File: config.mk
export PLATFORM = sky130hd
export DESIGN_NAME = rf_wb_arbiter
export DESIGN_NICKNAME = d
export VERILOG_FILES = /design/src/rtl/rf_wb_arbiter.sv
export SDC_FILE = /design/constraint.sdc
export NUM_CORES = 1
export LEC_CHECK = 0
export ABC_AREA = 0
export ABC_CLOCK_PERIOD_IN_PS = 3200
export CORE_MARGIN = 2
export CORE_UTILIZATION = 24
export DETAILED_ROUTE_END_ITERATION = 8
export DONT_BUFFER_PORTS = 1
export SLEW_MARGIN = 10
export SYNTH_ARGS = -nofsm -noshare
export SYNTH_HDL_FRONTEND = slang
export SYNTH_SLANG_ARGS = --single-unit
export TNS_END_PERCENT = 100
File: constraint.sdc
create_clock -name Clk -period 3.2 [get_ports Clk]
set_clock_uncertainty 0.15 [all_clocks]
set_input_delay 0.8 -clock Clk [delete_from_list [all_inputs] [get_ports Clk]]
set_output_delay 0.8 -clock Clk [all_outputs]
set_load 0.005 [all_outputs]
File: src/rtl/rf_wb_arbiter.sv
// Register-file writeback arbiter with a destination scoreboard.
// Two requesters (ALU and load unit) compete for one RF write port.
// The LSU wins by default. An ALU starved for STARVE_LIMIT cycles is
// forced through once. One busy bit per register tracks outstanding
// destinations: issue sets the bit and the RF commit clears it.
//
// Handshake: a requester transfers on a posedge where its valid and
// ready are both 1. The ready outputs are combinational from valid,
// and at most one ready is high in any cycle. Valid must not depend
// on ready.
module rf_wb_arbiter #(
  parameter int dataWidth    = 32,
  parameter int AddrWidth    = 5,
  parameter int numReg       = 32,
  parameter int STARVE_LIMIT = 4
) (
  input  logic                 Clk,
  input  logic                 reset,
  input  logic                 alu_valid,
  input  logic [AddrWidth-1:0] alu_rd,
  input  logic [dataWidth-1:0] alu_data,
  output logic                 alu_ready,
  input  logic                 lsu_valid,
  input  logic [AddrWidth-1:0] lsu_rd,
  input  logic [dataWidth-1:0] lsu_data,
  output logic                 lsu_ready,
  output logic                 RFwrite,
  output logic [AddrWidth-1:0] RegW,
  output logic [dataWidth-1:0] dataW,
  input  logic                 issue_valid,
  input  logic [AddrWidth-1:0] issue_rd,
  input  logic [AddrWidth-1:0] RegA,
  input  logic [AddrWidth-1:0] RegB,
  output logic                 busyA,
  output logic                 busyB,
  output logic                 issue_waw
);

  localparam int CW = $clog2(STARVE_LIMIT + 1);

  logic [CW-1:0]        starve_cnt;
  logic                 force_alu;
  logic                 alu_xfer;
  logic                 lsu_xfer;
  logic                 wb_xfer;
  logic [AddrWidth-1:0] wb_rd;
  logic [dataWidth-1:0] wb_data;
  logic [numReg-1:0]    busy;
  logic [numReg-1:0]    busy_n;
  logic                 issue_hit;

  assign force_alu = (starve_cnt == CW'(STARVE_LIMIT));

  // Grant logic: the LSU has priority unless the ALU is being forced through.
  // Both readies are held low during reset.
  always_comb begin
    lsu_ready = !reset && lsu_valid && !force_alu;
    alu_ready = !reset && alu_valid && (!lsu_valid || force_alu);
  end

  // Select the winning requester's destination and data.
  always_comb begin
    alu_xfer = alu_valid && alu_ready;
    lsu_xfer = lsu_valid && lsu_ready;
    wb_xfer  = alu_xfer || lsu_xfer;
    wb_rd    = lsu_xfer ? lsu_rd   : alu_rd;
    wb_data  = lsu_xfer ? lsu_data : alu_data;
  end

  // Starve counter: counts cycles in which the ALU waits. It saturates and
  // clears once the ALU transfers or stops requesting.
  always_ff @(posedge Clk) begin
    if (reset) begin
      starve_cnt <= '0;
    end else if (!alu_valid || alu_xfer) begin
      starve_cnt <= '0;
    end else if (!force_alu) begin
      starve_cnt <= starve_cnt + CW'(1);
    end
  end

  // RF write port: a transfer to r0 completes but is not written.
  // With no write, RegW and dataW keep their previous values.
  always_ff @(posedge Clk) begin
    if (reset) begin
      RFwrite <= 1'b0;
      RegW    <= '0;
      dataW   <= '0;
    end else begin
      RFwrite <= wb_xfer && (wb_rd != '0);
      if (wb_xfer && (wb_rd != '0)) begin
        RegW  <= wb_rd;
        dataW <= wb_data;
      end
    end
  end

  // Next busy vector: a set from issue beats a clear from the commit on the
  // same register. r0 is never busy.
  always_comb begin
    busy_n = '0;
    for (int i = 1; i < numReg; i++) begin
      busy_n[i] = (issue_valid && (issue_rd == AddrWidth'(i))) ||
                  (busy[i] && !(RFwrite && (RegW == AddrWidth'(i))));
    end
  end

  // Busy bit register.
  always_ff @(posedge Clk) begin
    if (reset) begin
      busy <= '0;
    end else begin
      busy <= busy_n;
    end
  end

  // Scoreboard queries: plain lookups into the busy vector.
  always_comb begin
    busyA     = 1'b0;
    busyB     = 1'b0;
    issue_hit = 1'b0;
    for (int i = 0; i < numReg; i++) begin
      if (RegA == AddrWidth'(i))     busyA     = busy[i];
      if (RegB == AddrWidth'(i))     busyB     = busy[i];
      if (issue_rd == AddrWidth'(i)) issue_hit = busy[i];
    end
    issue_waw = issue_valid && issue_hit;
  end

endmodule

==> implementation parameters, run 1 <==
Parameter                              Value

Synthesis
  Synthesis Warnings ... 0
  Post-synth top cells ... 72 x sky130_fd_sc_hd__dfxtp_1, 59 x sky130_fd_sc_hd__nor2_1, 51 x sky130_fd_sc_hd__mux2i_1
  Top cell type's share of synthesized area ... a little under a third
  Syn_nets ... approximately 660
  Most frequent cell after synthesis ... sky130_fd_sc_hd__dfxtp_1
  Cell taking the most area after synthesis ... sky130_fd_sc_hd__dfxtp_1
  Post-synthesis sequential area ratio ... between 30% and 40%
  Synth top area cells ... sky130_fd_sc_hd__dfxtp_1 31%, sky130_fd_sc_hd__mux2i_1 11%, sky130_fd_sc_hd__a211oi_2 7.8%, sky130_fd_sc_hd__a21oi_1 4.8%, sky130_fd_sc_hd__nor2_1 4.7%
  Prevailing post-synth register cell ... sky130_fd_sc_hd__dfxtp_1
  Number of synthesized flops with an enable pin ... 0
  Syn_area_per_cell ... approximately 8.2 um^2
  Synthesized instance count ... 566
  Async set or reset register ratio after synthesis ... 0%
  Distinct cell type count after synthesis ... 67
  Cell Area, Synth ... about 0.0047 mm^2
  Synthesis-stage register bit count ... 72

Floorplan
  Floorplan core area ... about 0.019 mm^2
  Die outline width ... 143 um
  Die Footprint ... 0.0206 mm^2
  Number of standard-cell rows in the floorplan ... between 50 and 60
  Die outline height ... 143 um
  Number of top-level pins ... roughly 140
  Starting density of the core ... around 24%

Setup path
  Number of cells traversed by the worst register-to-register path ... 9
  Crit end category ... output port
  Category of the critical setup timing path ... in -> out
  FF-to-FF End ... dataW[30]$_SDFFE_PP0P_
  Startpoint of the lowest-slack register-to-register path ... starve_cnt[0]$_SDFFE_PP0N_
  Arrival time reported for the critical path endpoint ... 2.01 ns
  CP Max Fanout ... 17
  Sort of element at the start of the critical path ... input pin
  Register-to-register path setup slack ... roughly 0.97 ns
  CP Data Required Time ... ~2.3 ns

Power
  Cell leakage power ... ~1.7 nW
  Pwr Density ... 465 mW/mm^2
  Worst supply voltage drop on vdd ... ~0.25 mV

Routing
  Starting DRC count in detailed routing ... 359
  Final routed wirelength across all metal layers ... between 10000 and 15000 um
  Mean number of vias per cell ... ~5.3
  Vias ... around 4300
  DRC violations left ... 0
  Final ANT Viol Nets ... 0
  Routed WL per cell ... roughly 17 um
  TritonRoute pass-1 iters ... 5

Finish
  Antenna diodes ... 0
  Final Non-Filler Cells ... about 810
  Layout overhead on the synthesized area ... 10.0%
  Nets ... about 630
  Util after Layout ... 26.6%
  Layout cells sized above 1 ... 13.3%

Clocking
  CTS root buffer ... sky130_fd_sc_hd__clkbuf_16
  Number of setup buffers added after CTS ... 0
  CTS tree ... yes
  Clock sinks ... slightly above 70
  H-tree levels ... 3
  Later-pin clock latency in the skew report ... approximately 0.33 ns
  Total of hold buffers inserted after clock tree synthesis ... 0
  # resized after CTS ... 0
  Clock buffer count from CTS ... 9
  Number of buffers between clock root and the deepest sink ... 2
  Clk pin slew, worst setup/hold paths ... ~0.060 ns

Global route
  Antenna violations before repair ... 0
  Vias in the first global route ... approximately 3900
  First-pass GRT wire length ... 21300 um
  Maximum number of pins on one net before global-route repair ... a little over 70
  Grt ovf ... 0
  Overall track demand over capacity in global routing ... between 10% and 20%

Placement
  Number of I/O port buffers ... 0
  RD Place Congestion ... just under 0.9
  DP Wirelength ... 10400 um
  Placed instance count ... around 790

Timing
  Setup repair after global routing missed its margin ... no
  Relative slew slack ... 58.5%
  FMAX ... about 0.34 GHz
  Final-report max-slew violation count ... 0
  Number of failing hold endpoints at the final stage ... 0
  Number of failing setup endpoints in the final timing report ... 0
  Fin crit share ... between 90 and 100%
  Crit path time final ... a little under 3 ns
  Setup tns final ... 0 ns
  Slew @ Worst Pin ... between 0.6 and 0.7 ns

Worst hold path
  Type of the tightest min-delay check ... reg -> reg
  Launch point of the worst hold path ... starve_cnt[0]$_SDFFE_PP0N_
  Hold worst-path end ... starve_cnt[0]$_SDFFE_PP0N_
  Hold-critical path depth ... 1

Status
  Run status ... completed

Flow run
  Max-cap violation count ... 0
-- area by class of cell --
| type | instances | area (um^2) |
|---|---|---|
| sequential | 72 | 1440 |
| clock inverter | 5 | 81.3 |
| inverter | 12 | 45.0 |
| tap | 265 | 332 |
| fill | 2117 | 14100 |
| timing repair buffer | 7 | 65.1 |
| clock buffer | 10 | 239 |
| multi-input combinational | 435 | 2930 |
-- cells in the final DEF, fill, tap and decap left out, types with 9 or more instances in the layout --
| master | n |
|---|---|
| sky130_fd_sc_hd__mux2i_1 | 51 |
| sky130_fd_sc_hd__inv_1 | 10 |
| sky130_fd_sc_hd__nand2_1 | 45 |
| sky130_fd_sc_hd__nor2_1 | 59 |
| sky130_fd_sc_hd__clkbuf_16 | 9 |
| sky130_fd_sc_hd__o21ai_0 | 31 |
| sky130_fd_sc_hd__dfxtp_1 | 72 |
| sky130_fd_sc_hd__a211oi_2 | 29 |
| sky130_fd_sc_hd__nand3_1 | 18 |
| sky130_fd_sc_hd__nor3_1 | 16 |
| sky130_fd_sc_hd__nand2b_1 | 11 |
| sky130_fd_sc_hd__a211oi_1 | 10 |
| sky130_fd_sc_hd__a21oi_1 | 45 |
| sky130_fd_sc_hd__o21ai_1 | 14 |
-- critical path, cell delays in order --
cell and delay, ns:
sky130_fd_sc_hd__nand2b_1 0.23, sky130_fd_sc_hd__or4_1 0.50, sky130_fd_sc_hd__o31ai_1 0.08, sky130_fd_sc_hd__a31oi_1 0.06, sky130_fd_sc_hd__a31oi_1 0.34
-- registers in the layout, indices dropped and copies added, names as in the netlist --
signal	count
RegW	5
dataW	32
RFwrite	1
starve_cnt	3
busy	31
-- where the power goes --
part / switching [W] / leakage [nW] / internal, W / total (W)
sequential: 0.0000579 / 0.590 / 0.000947 / 0.00100
combinational: 0.000160 / 0.947 / 0.000131 / 0.000291
clock: 0.000394 / 0.155 / 0.000699 / 0.00109
-- kinds of logic after synthesis --
| logic type | Yosys count | share of synthesized area, % |
|---|---|---|
| simple gates | 196 | 21.0 |
| mux | 60 | 13.6 |
| compound gates | 177 | 27.5 |
| fa+ha+maj | 2 | 0.536 |
| flops | 72 | 30.9 |
| buf+inv | 59 | 6.43 |
-- how the worst max path moves through the flow --
stage	slack (ns)	depth (start not counted)	start	to
after CTS	0.20	5	issue_rd[2]	issue_waw
after detailed placement	0.19	5	issue_rd[2]	issue_waw
after floorplan	0.30	6	issue_rd[2]	issue_waw
final	0.24	5	issue_rd[2]	issue_waw
after global routing	0.09	6	issue_rd[1]	issue_waw
after global placement	0.22	5	issue_rd[2]	issue_waw
-- through the flow --
stage | power [W] | instance area, um^2 | hold slack (ns) | setup slack, ns
after global routing | 0.00250 | 5130 | 0.324 | 0.0892
after floorplan | 0.00130 | 4670 | 0.267 | 0.298
after global placement | 0.00131 | 4810 | 0.282 | 0.221
after detailed placement | 0.00131 | 4810 | 0.286 | 0.194
final | 0.00239 | 5130 | 0.292 | 0.240
after CTS | 0.00242 | 5130 | 0.296 | 0.197
-- routing by layer --
layer / GRT usage (%) / up-vias / wire (um)
met3: 4.83 / 29 / 1570
met2: 20.5 / 241 / 6050
met4: 5.68 / 0 / 382
met1: 17.1 / 1947 / 6020
li1: - / 2036 / -
met5: 0 / - / 0
Power figures use the tool's default switching activity.
==> inputs of run 2 (changes only) <==
--- a/config.mk
+++ b/config.mk
@@ -7,7 +7,7 @@
 export LEC_CHECK = 0
 export ABC_AREA = 0
 export ABC_CLOCK_PERIOD_IN_PS = 3200
-export CORE_MARGIN = 2
+export CAP_MARGIN = 10
 export CORE_UTILIZATION = 24
 export DETAILED_ROUTE_END_ITERATION = 8
 export DONT_BUFFER_PORTS = 1
==> run 2 against run 1 <==
Via count is 0.42% higher. Cell count is 0.37% lower. Maximum frequency is 1.9% higher. Flip-flop and latch count unchanged. Critical endpoint is now busyB. Utilization grew 0.52 points. Highest routed layer unchanged.
==> implementation parameters, run 2 (synthesis gave the netlist of run 1 again) <==
Parameter                              Value

Floorplan
  Floorplan core area ... 0.0189 mm^2 (-2.0%)
  Die outline height ... 141 um (-1.4%)
  Starting density of the core ... 24.7% (+0.48 points)
  Die Footprint ... 0.0200 mm^2 (-2.8%)
  Number of standard-cell rows in the floorplan ... 50 (-2.0%)
  Number of top-level pins ... 137 (unchanged)
  Die outline width ... 141 um (-1.4%)

Setup path
  Startpoint of the lowest-slack register-to-register path ... starve_cnt[0]$_SDFFE_PP0N_
  Sort of element at the start of the critical path ... input pin
  Category of the critical setup timing path ... in -> out
  FF-to-FF End ... dataW[10]$_SDFFE_PP0P_
  Number of cells traversed by the worst register-to-register path ... 9 (unchanged)
  CP Data Required Time ... 2.25 ns (about the same)
  Register-to-register path setup slack ... 0.88 ns (-0.09 ns)
  Arrival time reported for the critical path endpoint ... 1.96 ns (-0.05 ns)
  Crit end category ... output port
  CP Max Fanout ... 17 (unchanged)

Routing
  DRC violations left ... 0 (unchanged)
  Final routed wirelength across all metal layers ... 14800 um (+5.2%)
  Final ANT Viol Nets ... 0 (unchanged)
  Vias ... 4271 (+0.42%)
  Starting DRC count in detailed routing ... 402 (+12%)
  Routed WL per cell ... 18.4 um (+5.6%)
  Mean number of vias per cell ... 5.32 (+0.80%)
  TritonRoute pass-1 iters ... 5 (unchanged)

Timing
  Relative slew slack ... 64.3% (+5.8 points)
  Fin crit share ... 90.8% (-1.7 points)
  Number of failing hold endpoints at the final stage ... 0 (unchanged)
  FMAX ... 0.344 GHz (+1.9%)
  Setup repair after global routing missed its margin ... no
  Final-report max-slew violation count ... 0 (unchanged)
  Number of failing setup endpoints in the final timing report ... 0 (unchanged)
  Setup tns final ... 0 ns (unchanged)
  Slew @ Worst Pin ... 0.531 ns (-0.0917 ns)
  Crit path time final ... 2.91 ns (-0.0538 ns)

Power
  Worst supply voltage drop on vdd ... 0.195 mV (-23%)
  Total power ... 0.00232 W (-2.8%)
  Pwr Density ... 453 mW/mm^2 (-2.7%)
  Cell leakage power ... 1.70 nW (+0.26%)

Finish
  Number of fill cells in the layout ... 2090 (-1.3%)
  Most common cell after layout, fill and taps aside ... sky130_fd_sc_hd__dfxtp_1
  Nets ... 634 (+0.16%)
  Area taken by flip-flops and latches ... 0.00144 mm^2 (unchanged)
  Largest registers ... dataW x32, busy x31, RegW x5
  Layout cells sized above 1 ... 13.6% (+0.32 points)
  Most used cells in the layout excluding fill and tap cells ... 72 x sky130_fd_sc_hd__dfxtp_1, 59 x sky130_fd_sc_hd__nor2_1, 51 x sky130_fd_sc_hd__mux2i_1, 45 x sky130_fd_sc_hd__nand2_1, 45 x sky130_fd_sc_hd__a21oi_1
  Register bank with the most flops ... dataW
  Total area of multi-input combinational cells ... 0.00293 mm^2 (unchanged)
  Layout overhead on the synthesized area ... 9.94% (about the same)
  Number of flip-flops in the largest register ... 32 (unchanged)
  Antenna diodes ... 0 (unchanged)
  Util after Layout ... 27.2% (+0.52 points)

Placement
  Number of I/O port buffers ... 0 (unchanged)
  DP Wirelength ... 11000 um (+5.7%)
  RD Place Congestion ... 0.914 (+2.9%)

Clocking
  Total of hold buffers inserted after clock tree synthesis ... 0 (unchanged)
  CTS tree ... yes
  Clock sinks ... 72 (unchanged)
  Clock buffer count from CTS ... 9 (unchanged)
  H-tree levels ... 3 (unchanged)
  Number of buffers between clock root and the deepest sink ... 2 (unchanged)
  Clk pin slew, worst setup/hold paths ... 0.06 ns (about the same)
  CTS root buffer ... sky130_fd_sc_hd__clkbuf_16
  Later-pin clock latency in the skew report ... 0.33 ns (about the same)
  Number of setup buffers added after CTS ... 0 (unchanged)
  # resized after CTS ... 0 (unchanged)

Worst hold path
  Launch point of the worst hold path ... starve_cnt[0]$_SDFFE_PP0N_
  Type of the tightest min-delay check ... reg -> reg
  Hold worst-path end ... starve_cnt[0]$_SDFFE_PP0N_
  Hold-critical path depth ... 1 (unchanged)

Global route
  Met3 routing resource usage after global routing ... 5.47% (+0.64 points)
  Antenna violations before repair ... 0 (unchanged)
  Vias in the first global route ... 4111 (+4.6%)
  Overall track demand over capacity in global routing ... 15.0% (+1.5 points)
  Maximum number of pins on one net before global-route repair ... 74 (+4.2%)
  GR Layer Usage met1 ... 17.9% (+0.75 points)
  Routing layer with the top usage in global route ... met2
  Grt ovf ... 0 (unchanged)
  Met2 usage ... 24.1% (+3.6 points)
  First-pass GRT wire length ... 22900 um (+7.2%)

Status
  Run status ... completed

Flow run
  Max-cap violation count ... 0 (unchanged)
## run 2: cell count changes in the layout (fill, tap and decap cells not counted)
cell	previous run	this run
sky130_fd_sc_hd__buf_12	1	2
sky130_fd_sc_hd__clkinv_4	1	0
sky130_fd_sc_hd__bufinv_16	2	1
sky130_fd_sc_hd__inv_6	0	2
sky130_fd_sc_hd__clkinv_2	1	2
## run 2: layout make-up
| class | instances | share of cell area (%) |
|---|---|---|
| clock buffers | 10 | 4.66 |
| clock inverters | 6 | 1.27 |
| inverters | 12 | 0.878 |
| multi-input cells | 435 | 57.1 |
| flip-flops and latches | 72 | 28.1 |
| well taps | 260 | 6.34 |
| repair buffers | 8 | 1.66 |
## run 2: how the worst max path moves through the flow
stage / startpoint / endpoint / slack [ns] / depth (start not counted)
after CTS: issue_rd[2] / issue_waw / 0.30 / 5
after global routing: busy[15]$_SDFF_PP0_ / issue_waw / 0.09 / 6
after floorplan: issue_rd[2] / issue_waw / 0.30 / 6
final: RegB[0] / busyB / 0.29 / 6
after global placement: issue_rd[2] / issue_waw / 0.31 / 5
after detailed placement: issue_rd[2] / issue_waw / 0.30 / 5
## run 2: layer usage
metal  wire length, um  vias up
met5                 0        -
met1              6150     1989
met3              1510       24
li1                  -     2030
met4               340        0
met2              6760      228
## run 2: stage by stage
stage                     std cells  instance area [um^2]  setup WS [ns]  hold WS (ns)
after global placement          787                  4830          0.308         0.282
after global routing            803                  5130         0.0939         0.335
final                           803                  5130          0.294         0.303
after detailed placement        787                  4830          0.296         0.301
after floorplan                 566                  4670          0.298         0.267
after CTS                       803                  5130          0.299         0.310
## run 2: critical path: stages
cell	delay (ns)
sky130_fd_sc_hd__nor3_1	0.21
sky130_fd_sc_hd__a211o_1	0.14
sky130_fd_sc_hd__nand2_1	0.06
sky130_fd_sc_hd__a2111o_1	0.41
sky130_fd_sc_hd__a311oi_1	0.24
sky130_fd_sc_hd__nor2_1	0.09
## run 2: report_power, final
part / internal, W / total, W / switching (W)
clock network: 0.000627 / 0.00103 / 0.000398
logic: 0.000132 / 0.000293 / 0.000161
registers: 0.000946 / 0.00100 / 0.0000585
total: 0.00171 / 0.00232 / 0.000617
==> inputs of run 3 (changes only) <==
--- a/config.mk
+++ b/config.mk
@@ -6,7 +6,7 @@
 export NUM_CORES = 1
 export LEC_CHECK = 0
 export ABC_AREA = 0
-export ABC_CLOCK_PERIOD_IN_PS = 3200
+export ABC_CLOCK_PERIOD_IN_PS = 2500
 export CAP_MARGIN = 10
 export CORE_UTILIZATION = 24
 export DETAILED_ROUTE_END_ITERATION = 8
==> constraint.sdc (replaced) <==
create_clock -name Clk -period 2.5 [get_ports Clk]
set_clock_uncertainty 0.15 [all_clocks]
set_input_delay 0.625 -clock Clk [delete_from_list [all_inputs] [get_ports Clk]]
set_output_delay 0.625 -clock Clk [all_outputs]
set_load 0.005 [all_outputs]
==> run 3 against run 2 <==
The run now ends with setup timing left. Critical path depth stayed put. Flip-flop and latch count stayed put. Non-clock buffer count is 12 higher. Worst setup slack worse by 0.32 ns. Hold slack worse by 0.094 ns. Register-to-register slack worse by 0.47 ns. Sequential share of layout area is 0.43 points lower. Clock power is 36% higher. Final area is 3.9% higher. First-iteration DRC count is 26% lower. Wire length is 0.73% higher. Sequential power is 28% higher.
==> implementation parameters, run 3 (synthesis gave the netlist of run 1 again) <==
Parameter                              Value

Finish
  Layout overhead on the synthesized area ... 14.3%
  Register bank with the most flops ... dataW
  Area taken by flip-flops and latches ... 0.00148 mm^2 (+2.3%)
  Layout cells sized above 1 ... 18.9% (+5.3 points)
  Total area of multi-input combinational cells ... 0.00299 mm^2 (+2.0%)
  Nets ... 646 (+1.9%)
  Number of flip-flops in the largest register ... 32 (unchanged)
  Largest registers ... dataW x32, busy x31, RegW x5
  Most used cells in the layout excluding fill and tap cells ... 59 x sky130_fd_sc_hd__nor2_1, 57 x sky130_fd_sc_hd__dfxtp_1, 51 x sky130_fd_sc_hd__mux2i_1, 45 x sky130_fd_sc_hd__nand2_1, 45 x sky130_fd_sc_hd__a21oi_1
  Most common cell after layout, fill and taps aside ... sky130_fd_sc_hd__nor2_1
  Number of fill cells in the layout ... 2050 (-1.9%)
  Antenna diodes ... 0 (unchanged)

Global route
  Overall track demand over capacity in global routing ... 15.1% (+0.10 points)
  First-pass GRT wire length ... 23300 um (+1.7%)
  Vias in the first global route ... 4190 (+1.9%)
  Maximum number of pins on one net before global-route repair ... 71 (-4.1%)
  Grt ovf ... 0 (unchanged)
  Antenna violations before repair ... 0 (unchanged)

Routing
  Final routed wirelength across all metal layers ... 14900 um (+0.73%)
  Mean number of vias per cell ... 5.34 (+0.37%)
  DRC violations left ... 0 (unchanged)
  Vias ... 4351 (+1.9%)
  Final ANT Viol Nets ... 0 (unchanged)
  Starting DRC count in detailed routing ... 299 (-26%)
  Routed WL per cell ... 18.2 um (-0.75%)
  TritonRoute pass-1 iters ... 6 (+1)

Timing
  Crit path setup slack, layout ... -0.0234 ns (-0.317 ns)
  Setup tns final ... -0.0234 ns (-0.0234 ns)
  Worst hold slack ... 0.210 ns (-0.0937 ns)
  Slew @ Worst Pin ... 0.523 ns (-0.00749 ns)
  Fin crit share ... 101%
  Crit path time final ... approximately 2.5 ns
  Number of failing hold endpoints at the final stage ... 0 (unchanged)
  Number of failing setup endpoints in the final timing report ... 1 (+1)
  Setup repair after global routing missed its margin ... yes
  Final-report max-slew violation count ... 0 (unchanged)
  FMAX ... around 0.40 GHz
  Relative slew slack ... 64.8% (+0.50 points)

Clocking
  Later-pin clock latency in the skew report ... 0.33 ns (about the same)
  Number of buffers between clock root and the deepest sink ... 2 (unchanged)
  H-tree levels ... 3 (unchanged)
  CTS root buffer ... sky130_fd_sc_hd__clkbuf_16
  Clk pin slew, worst setup/hold paths ... 0.06 ns (about the same)
  Number of setup buffers added after CTS ... 0 (unchanged)
  CTS tree ... yes
  Clock sinks ... 72 (unchanged)
  Total of hold buffers inserted after clock tree synthesis ... 0 (unchanged)
  Clock buffer count from CTS ... 9 (unchanged)

Setup path
  Arrival time reported for the critical path endpoint ... 1.75 ns (-0.21 ns)
  Slowest stage cell, crit path ... sky130_fd_sc_hd__a2111o_1
  CP Max Fanout ... 2 (-15)
  Count of buffering cells on the critical path with inverters included ... 0 (unchanged)
  Crit path cell chain ... nor3_4 > a211o_1 > nand2_1 > a2111o_1 > a311oi_2 > nor2_1
  Family with the most delay on the worst path ... compound AO/OA/AOI/OAI gates
  Crit end category ... output port
  Sort of element at the start of the critical path ... flop
  Highest cell delay on the worst timing path ... 0.39 ns (-0.02 ns)
  Category of the critical setup timing path ... reg -> out
  CP Data Required Time ... 1.73 ns (-0.52 ns)

Placement
  Pre-CTS WS ... -0.0400 ns (-0.336 ns)
  DP Wirelength ... 11000 um (-0.21%)
  Number of I/O port buffers ... 0 (unchanged)
  RD Place Congestion ... 0.901 (-1.5%)

Floorplan
  Die outline width ... 141 um (unchanged)
  Floorplan core area ... 0.0189 mm^2 (unchanged)
  Number of standard-cell rows in the floorplan ... 50 (unchanged)
  Number of top-level pins ... 137 (unchanged)
  Die Footprint ... 0.0200 mm^2 (unchanged)
  Die outline height ... 141 um (unchanged)
  Starting density of the core ... 24.7% (unchanged)

Flow run
  Max-cap violation count ... 0 (unchanged)

Power
  Worst supply voltage drop on vdd ... 0.409 mV (+110%)
  Pwr Density ... 578 mW/mm^2 (+28%)
  Total power ... 0.00308 W (+33%)
  Cell leakage power ... 1.78 nW (+5.0%)

Status
  Run status ... finished, violations left
  Failing checks ... setup timing

Worst hold path
  Type of the tightest min-delay check ... in -> reg
-- run 3: cell count changes in the layout (fill, tap and decap cells not counted), moves of 3 or more --
cell / change
sky130_fd_sc_hd__o21ai_1: +4
sky130_fd_sc_hd__a2111oi_0: -3
sky130_fd_sc_hd__dfxtp_2: +9
sky130_fd_sc_hd__buf_4: +12
sky130_fd_sc_hd__o21ai_0: -4
sky130_fd_sc_hd__dfxtp_4: +6
sky130_fd_sc_hd__dfxtp_1: -15
-- run 3: layer usage --
layer / track usage, % / share of wire (%) / vias to the layer above
li1: - / - / 2068
met1: 18.3 / 41 / 2010
met2: 24.0 / 45 / 243
met3: 5.26 / 11 / 30
met4: 6.68 / 3.0 / 0
met5: 0 / 0 / -
-- run 3: path summary, 6_finish.rpt --
check	from	to	slack [ns]	depth (start not counted)
max	busy[20]$_SDFF_PP0_	busyB	-0.02	6
min	reset	dataW[4]$_SDFFE_PP0P_	0.21	1
max reg2reg	starve_cnt[0]$_SDFFE_PP0N_	RegW[3]$_SDFFE_PP0P_	0.41	9
min reg2reg	starve_cnt[0]$_SDFFE_PP0N_	starve_cnt[0]$_SDFFE_PP0N_	0.29	1
-- run 3: power by group --
group	internal (W)	leakage [nW]	switching (W)
sequential	0.00121	0.600	0.0000756
clock	0.000905	0.153	0.000497
combinational	0.000182	1.03	0.000215
-- run 3: repair_timing --
item / in CTS / in global routing
gates cloned: 0 / 0
pin swaps: 5 / 16
gates resized for setup: 12 / 26
endpoints found under the setup margin: 3 / 3
-- run 3: area by class of cell --
| cell class | count | share of cell area, % |
|---|---|---|
| Tap cell | 260 | 6.10 |
| Sequential cell | 72 | 27.7 |
| Clock buffer | 12 | 4.62 |
| Multi-Input combinational cell | 435 | 56.1 |
| Clock inverter | 4 | 1.43 |
| Inverter | 12 | 0.844 |
| Timing Repair Buffer | 20 | 3.28 |
-- run 3: per-stage QoR --
| stage | utilization, % | std cells | area [um^2] |
|---|---|---|---|
| after global placement | 26.1 | 800 | 4930 |
| after floorplan | - | 566 | 4670 |
| final | 28.2 | 815 | 5330 |
| after detailed placement | 26.1 | 800 | 4930 |
| after global routing | 28.2 | 815 | 5330 |
| after CTS | 27.9 | 816 | 5280 |
-- run 3: worst register-to-register path, delay by kind of cell, from the launching register on --
kind            cells  cell delay [ns]
flops               1             0.34
buf+inv             2             0.26
fa+ha+maj           1             0.22
compound gates      1             0.27
mux                 1             0.38
simple gates        4             0.39
